**config.mk**
```make
export PLATFORM = sky130hd
export DESIGN_NAME = sw_input_conditioner
export DESIGN_NICKNAME = d
export VERILOG_FILES = /design/src/rtl/sw_cond_pkg.sv /design/src/rtl/debounce_bit.sv /design/src/rtl/sw_input_conditioner.sv
export SDC_FILE = /design/constraint.sdc
export NUM_CORES = 1
export LEC_CHECK = 0
export ABC_AREA = 1
export BUFFER_PORTS_ARGS = -buffer_cell sky130_fd_sc_hd__buf_2
export CAP_MARGIN = 20
export CORE_MARGIN = 3
export CORE_UTILIZATION = 50
export DETAILED_ROUTE_END_ITERATION = 8
export PLACE_DENSITY = 0.69
export SLEW_MARGIN = 25
export SYNTH_ARGS = -nofsm -noshare
export SYNTH_HDL_FRONTEND = slang
export SYNTH_HIERARCHICAL = 1
export SYNTH_SLANG_ARGS = --single-unit
```
**constraint.sdc**
```tcl
create_clock -name clk -period 1.45 [get_ports clk]
set_clock_uncertainty 0.05 [all_clocks]
set_input_delay 0.0725 -clock clk [delete_from_list [all_inputs] [get_ports clk]]
set_output_delay 0.0725 -clock clk [all_outputs]
set_load 0.005 [all_outputs]
```
**src/rtl/sw_cond_pkg.sv**
```systemverilog
// Shared constants and types for the switch input conditioner.
// Bit indices name the SW lines consumed by the mux and the full adder.
package sw_cond_pkg;

    localparam int WIDTH_DEF             = 10;
    localparam int SYNC_STAGES_DEF       = 2;
    localparam int DEBOUNCE_CYCLES_DEF   = 4;
    localparam int DEBOUNCE_CYCLES_BOARD = 500000;

    localparam int MUX_IN0 = 0;
    localparam int MUX_IN1 = 1;
    localparam int MUX_SEL = 2;
    localparam int FA_A    = 7;
    localparam int FA_B    = 8;
    localparam int FA_CIN  = 9;

    typedef enum logic {
        DB_IDLE,
        DB_COUNT
    } db_state_t;

endpackage

```
**src/rtl/debounce_bit.sv**
```systemverilog
// One switch bit: synchroniser chain, debounce counter/FSM and registered edge strobes.
// A new level is accepted only after DEBOUNCE_CYCLES consecutive mismatching samples.
module debounce_bit
    import sw_cond_pkg::*;
#(
    parameter int SYNC_STAGES     = SYNC_STAGES_DEF,
    parameter int DEBOUNCE_CYCLES = DEBOUNCE_CYCLES_DEF
) (
    input  logic clk,
    input  logic reset,
    input  logic raw,
    output logic clean,
    output logic rise,
    output logic fall,
    output logic settled
);

    localparam int CNT_W = $clog2(DEBOUNCE_CYCLES) + 1;
    localparam logic [CNT_W-1:0] CNT_LAST = CNT_W'(DEBOUNCE_CYCLES - 1);

    logic [SYNC_STAGES-1:0] sync_chain;
    logic                   sync_bit;
    db_state_t              state;
    logic [CNT_W-1:0]       cnt;

    always_ff @(posedge clk or posedge reset) begin
        if (reset) begin
            sync_chain <= '0;
        end else begin
            sync_chain <= {sync_chain[SYNC_STAGES-2:0], raw};
        end
    end

    assign sync_bit = sync_chain[SYNC_STAGES-1];

    // Strobes default low so each accept yields exactly one pulse cycle.
    always_ff @(posedge clk or posedge reset) begin
        if (reset) begin
            state <= DB_IDLE;
            cnt   <= '0;
            clean <= 1'b0;
            rise  <= 1'b0;
            fall  <= 1'b0;
        end else begin
            rise <= 1'b0;
            fall <= 1'b0;
            case (state)
                DB_IDLE: begin
                    if (sync_bit != clean) begin
                        if (DEBOUNCE_CYCLES == 1) begin
                            clean <= sync_bit;
                            rise  <= sync_bit;
                            fall  <= ~sync_bit;
                        end else begin
                            state <= DB_COUNT;
                            cnt   <= CNT_W'(1);
                        end
                    end
                end
                DB_COUNT: begin
                    if (sync_bit == clean) begin
                        state <= DB_IDLE;
                        cnt   <= '0;
                    end else if (cnt == CNT_LAST) begin
                        clean <= sync_bit;
                        rise  <= sync_bit;
                        fall  <= ~sync_bit;
                        state <= DB_IDLE;
                        cnt   <= '0;
                    end else begin
                        cnt <= cnt + CNT_W'(1);
                    end
                end
                default: begin
                    state <= DB_IDLE;
                    cnt   <= '0;
                end
            endcase
        end
    end

    assign settled = (cnt == '0) && (sync_bit == clean);

endmodule

```
**src/rtl/sw_input_conditioner.sv**
```systemverilog
// Conditions the raw board switches feeding the CPU SW bus: per-bit sync + debounce,
// with aggregated change strobe and an all-settled flag.
module sw_input_conditioner
    import sw_cond_pkg::*;
#(
    parameter int WIDTH           = WIDTH_DEF,
    parameter int SYNC_STAGES     = SYNC_STAGES_DEF,
    parameter int DEBOUNCE_CYCLES = DEBOUNCE_CYCLES_DEF
) (
    input  logic             clk,
    input  logic             reset,
    input  logic [WIDTH-1:0] sw_raw,
    output logic [WIDTH-1:0] sw_clean,
    output logic [WIDTH-1:0] sw_rise,
    output logic [WIDTH-1:0] sw_fall,
    output logic             sw_changed,
    output logic             stable
);

    logic [WIDTH-1:0] settled;

    for (genvar gi = 0; gi < WIDTH; gi++) begin : g_bit
        debounce_bit #(
            .SYNC_STAGES    (SYNC_STAGES),
            .DEBOUNCE_CYCLES(DEBOUNCE_CYCLES)
        ) u_bit (
            .clk    (clk),
            .reset  (reset),
            .raw    (sw_raw[gi]),
            .clean  (sw_clean[gi]),
            .rise   (sw_rise[gi]),
            .fall   (sw_fall[gi]),
            .settled(settled[gi])
        );
    end

    // Both terms come straight from flops, so this pulse is aligned with the strobes.
    assign sw_changed = |(sw_rise | sw_fall);
    assign stable     = &settled;

endmodule

```
Yosys cells after proc, flatten, opt, wreduce, memory -nomap -nowiden

Cells that the tools add are included.

Multiplexer cells: 140
Magnitude comparators: 0
Add/subtract/negate cells: 10
Equality and inequality tests: 40
Shifts and indexed selects: 0
Div/mod/pow operators: 0
Multiply operators: 0
Bitwise gates (word level): 31
Reduce and logical (&&, ||, !) cells: 32

Operator list:

| operator                                                                 | count |
|---|---|
| 1-bit two-way mux                                                        | 90 |
| 3-bit two-way mux                                                        | 30 |
| 3-bit case mux with 2 select lines                                       | 10 |
| 3-bit by 1-bit adder with 3-bit output (second input constant)           | 10 |
| 3-bit by 2-bit == test with 1-bit output (second input constant)         | 10 |
| 3-bit logical NOT                                                        | 10 |
| 1-bit inverter                                                           | 30 |
| 3-bit AND reduction                                                      | 10 |
| 2-bit by 1-bit inequality test with 1-bit output (second input constant) | 10 |
| 1-bit case mux with 2 select lines                                       | 10 |
| 1-bit == test                                                            | 10 |
| 1-bit logical AND                                                        | 10 |
| 1-bit inequality test                                                    | 10 |
| 10-bit OR                                                                | 1 |
| 10-bit AND reduction                                                     | 1 |
| 10-bit OR reduction                                                      | 1 |

Input port bits: 12
ROM bits: 0
Memories kept: 0
Bits in writable memories: 0
Logic and storage cells: 313
Latch bits: 0
Bits in registers: 90
Output and inout port bits: 32

Longest topological paths before layout

Word-level depth: 4
Depth in mapped cells: 8

Hierarchy

The synthesis kept the hierarchy.

By module, submodules not included:

| module               | area each (sq um) | instances | cells each |
|---|---|---|---|
| debounce_bit         | 415.4             | 10        | 47 |
| sw_input_conditioner | 97.6              | 1         | 24 |

Worst setup path before layout

Ideal clock, no wire load.

Path kind: register -> output
From: reg g_bit[2].u_bit.clean
To: out stable
Setup slack: 0.303 ns
Data arrival time: 1.025 ns
Stages on the path, launching flop included: 9
Data required time: 1.327 ns
Cells stage by stage: dfrtp_1 inv_1 nand2_1 nand2_1 nor2_1 nand2_1 nor2_1 nand3_1 nor2_1

Cells in the longest elaborated chain, start to end: 3

RTL lines:

| item                   | line                       | source |
|---|---|---|
| from (decl)            | debounce_bit.sv:12         | `output logic clean,` |
| from (signal assigned) | debounce_bit.sv:51         | `clean <= sync_bit;` |
| from (signal assigned) | debounce_bit.sv:65         | `clean <= sync_bit;` |
| 1-bit == test          | debounce_bit.sv:82         | `assign settled = (cnt == '0) && (sync_bit == clean);` |
| 1-bit logical AND      | debounce_bit.sv:82         |  |
| named net settled[2]   | sw_input_conditioner.sv:20 | `logic [WIDTH-1:0] settled;` |
| 10-bit AND reduction   | sw_input_conditioner.sv:39 | `assign stable = &settled;` |
| to (decl)              | sw_input_conditioner.sv:17 | `output logic stable` |

The timed path passes the listed nets, and every way through them passes these cells.

Worst setup path in the final report

From: reg g_bit[4].u_bit.cnt[0]
To: out stable

Cells in the longest elaborated chain, start to end: 3

RTL lines:

| item                   | line                       | source |
|---|---|---|
| from (decl)            | debounce_bit.sv:24         | `logic [CNT_W-1:0] cnt;` |
| from (signal assigned) | debounce_bit.sv:71         | `cnt <= cnt + CNT_W'(1);` |
| 3-bit logical NOT      | debounce_bit.sv:82         |  |
| 1-bit logical AND      | debounce_bit.sv:82         |  |
| named net settled[4]   | sw_input_conditioner.sv:20 |  |
| 10-bit AND reduction   | sw_input_conditioner.sv:39 |  |

The timed path passes the listed nets, and every way through them passes these cells.

==> results.yml <==
pwr:
  pwr-share-seq_pct: 40.4
  clockPowerShare_pct: 19.2
  power_frac_comb_pct: 40.4
  p_int_mw: 5.656
  power_density_mw_per_mm2: 1749
  p_leak_nw: 2.985
  swShare_pct: 39.03
  ir_drop_mv: 0.9369
  p_switching_mw: 3.620
sta:
  max_slew_margin_pct: 75.68
  fmax_mhz: 564.4
  rsz0062_at_grt: "yes"
  fin_setup_tns_ns: -0.3219
  setup_violations: 1
  final.setup.worst_slack_ns: -0.3219
  post-route-period-util_pct: 122.2
  period_needed_ns: 1.772
  final_max_slew_viol_count: 0
  hold_viol: 0
  max_slew.worst_pin.slew_ns: 0.3643
final_layout:
  fillers: 692
  multi_input_area_mm2: 0.001749
  drive_above_1_share_pct: 28.60
  fin_nets: 625
  areaGrowthSynthToFinish_pct: 24.75
  regArea_mm2: 0.002256
  layout_commonest_cell: "nand2_1"
  antenna_cells: 0
  layout_common_cells: "nand2_1 (138), dfrtp_1 (87), inv_1 (75)"
floorplanning:
  die_x_um: 98.21
  start_util_pct: 51.74
  placementRows: 33
  die_y_um: 98.21
  ios: 44
  dieArea_mm2: 0.009645
  design.core.area_mm2: 0.008217
hold_path:
  hold_class: "in -> async"
logic_synthesis:
  netlist_instances: 494
  synth-seq-area-share_pct: 52.97
  ys_seq_elements: 90
  syn-cell-area_mm2: 0.004252
  synthesis.nets: 526
  avgSynthCellArea_um2: 8.606
  yosysWarningCount: 6
  synth_cell_types: 12
cts:
  clk_pin_slew_ns: 0.09
  root_buffer: "clkbuf_8"
  insertion_delay_ns: 0.35
  h-tree-depth: 3
  cts_tree: "yes"
  clock_path_buffers: 2
  cts.sinks: 90
  cts_made_buffers: 9
worst_setup_path:
  crit_path_cell_trace: "inv_2, ha_4, nand2_2, nor2_2, nand2_1, nor2_2, nand3_1, nor2_1, buf_2"
  endpoint_kind: "primary output"
  cp_max_fo: 2
  start_kind: "flop"
  slowest_stage: "dfrtp_1"
  critPathKind: "reg -> out"
  crit_top_cell: "nor2_2"
  max_stage_delay_ns: 0.41
  cp.arrival_ns: 1.65
  cp.required_ns: 1.33
place:
  dpl.hpwl_um: 5740
  finalWeightedCongestion: 0.8387
  portBuffers: 43
  post-place-ws_ns: -0.02463
detailed_routing:
  wire_per_inst_um: 12.01
  vias_per_cell: 4.687
  wl_um: 8440
  dr.pass1.iters: 4
  ant_nets: 0
  num_vias: 3295
  drcViolationCount: 0
  drt_iter0_markers: 156
run_status:
  status: "complete, but fails checks"
  violations: "negative setup slack"
global_route:
  globalRouteOverflowTotal: 0
  grt_pass1_wl_um: 14150
  grt_max_degree: 16
  grt_pass1_vias: 3210
  antenna_found_initial: 0
  grtUsageTotal_pct: 18.15
run:
  maxCapViolations: 0
Yosys cell counts, drive strengths merged:
master  instances  share of area, %
nand4           1              0.15
inv           100               8.8
nand3          52               9.1
and2            1              0.15
nor2           64               7.4
ha             20               5.9
nand2         156                14
dfrtp          90                53
o21bai         10               1.8
final cells by class:
class | count | share of cell area, %
flip-flops and latches | 90 | 42.53
multi-input cells | 304 | 32.98
repair buffers | 88 | 10.95
inverters | 100 | 7.077
clock buffers | 11 | 2.854
well taps | 105 | 2.477
clock inverters | 5 | 1.132
cells by family after synthesis:
kind of cell | share of synthesized area, %
AO/OA/AOI/OAI | 1.766
buffers and inverters | 8.829
adder cells (fa/ha/maj) | 5.886
flip-flops | 52.97
AND/OR/NAND/NOR | 30.55
registers in the layout, summed over array words and instances (netlist names):
signal and count:
g_bit.u_bit/rise 10, g_bit.u_bit/fall 10, g_bit.u_bit/sync_chain 20, g_bit.u_bit/clean 10, g_bit.u_bit/state 10, g_bit.u_bit/cnt 30
metal layers:
layer	share of wire, %	vias to the layer above	GRT usage [%]
met5	0	-	0
met4	1.1	0	5.777
met3	4.8	9	4.429
met2	51	67	30.89
met1	44	1543	22.91
li1	-	1676	-
power groups by stage:
| stage | clock (mW) | combinational (mW) | sequential, mW |
|---|---|---|---|
| final | 1.78 | 3.75 | 3.75 |
| after global routing | 1.93 | 4.29 | 3.85 |
| after CTS | 1.84 | 3.22 | 3.72 |
| after floorplan | 0 | 2.19 | 3.65 |
| after detailed placement | 0 | 2.93 | 3.76 |
| after global placement | 0 | 2.81 | 3.71 |
metrics by stage:
step	hold slack, ns	area, um2	power [mW]	std cells	utilization [%]
after detailed placement	0.1278	4696	6.694	655	57.15
after floorplan	-0.1496	4252	5.844	494	-
after global placement	0.1211	4696	6.527	655	57.15
after global routing	0.2879	5304	10.07	703	64.55
after CTS	0.2840	5120	8.780	691	62.31
final	0.3011	5304	9.276	703	64.55
final timing paths:
path                            cells after the start                            to                          from  slack (ns)
max in group asynchronous                           3  g_bit[2].u_bit/sync_chain[1]                         reset        0.75
worst max register to register                      8         g_bit[4].u_bit/cnt[0]         g_bit[4].u_bit/cnt[0]        0.05
worst max-delay path                                9                        stable         g_bit[4].u_bit/cnt[0]       -0.32
min in group clk                                    2  g_bit[5].u_bit/sync_chain[0]                     sw_raw[5]        0.30
worst min-delay path                                3         g_bit[0].u_bit/cnt[2]                         reset        0.30
worst min register to register                      0  g_bit[8].u_bit/sync_chain[1]  g_bit[8].u_bit/sync_chain[0]        0.30
worst max-delay path, delay by kind of cell (launching register included):
kind	cells	cell delay (ns)
DFF	1	0.41
buffers and inverters	2	0.21
adders and majority gates	1	0.13
and+or+nand+nor	6	0.55
repair_timing:
item | in CTS | in global routing
hold buffers | 11 | 0
gates cloned | 0 | 0
hold endpoints to repair | 100 | 0
pin swaps | 10 | 14
gates resized for setup | 18 | 39
buffers inserted | 9 | 12
endpoints found under the setup margin | 2 | 2
No activity file was read; power rests on OpenSTA's default activity.
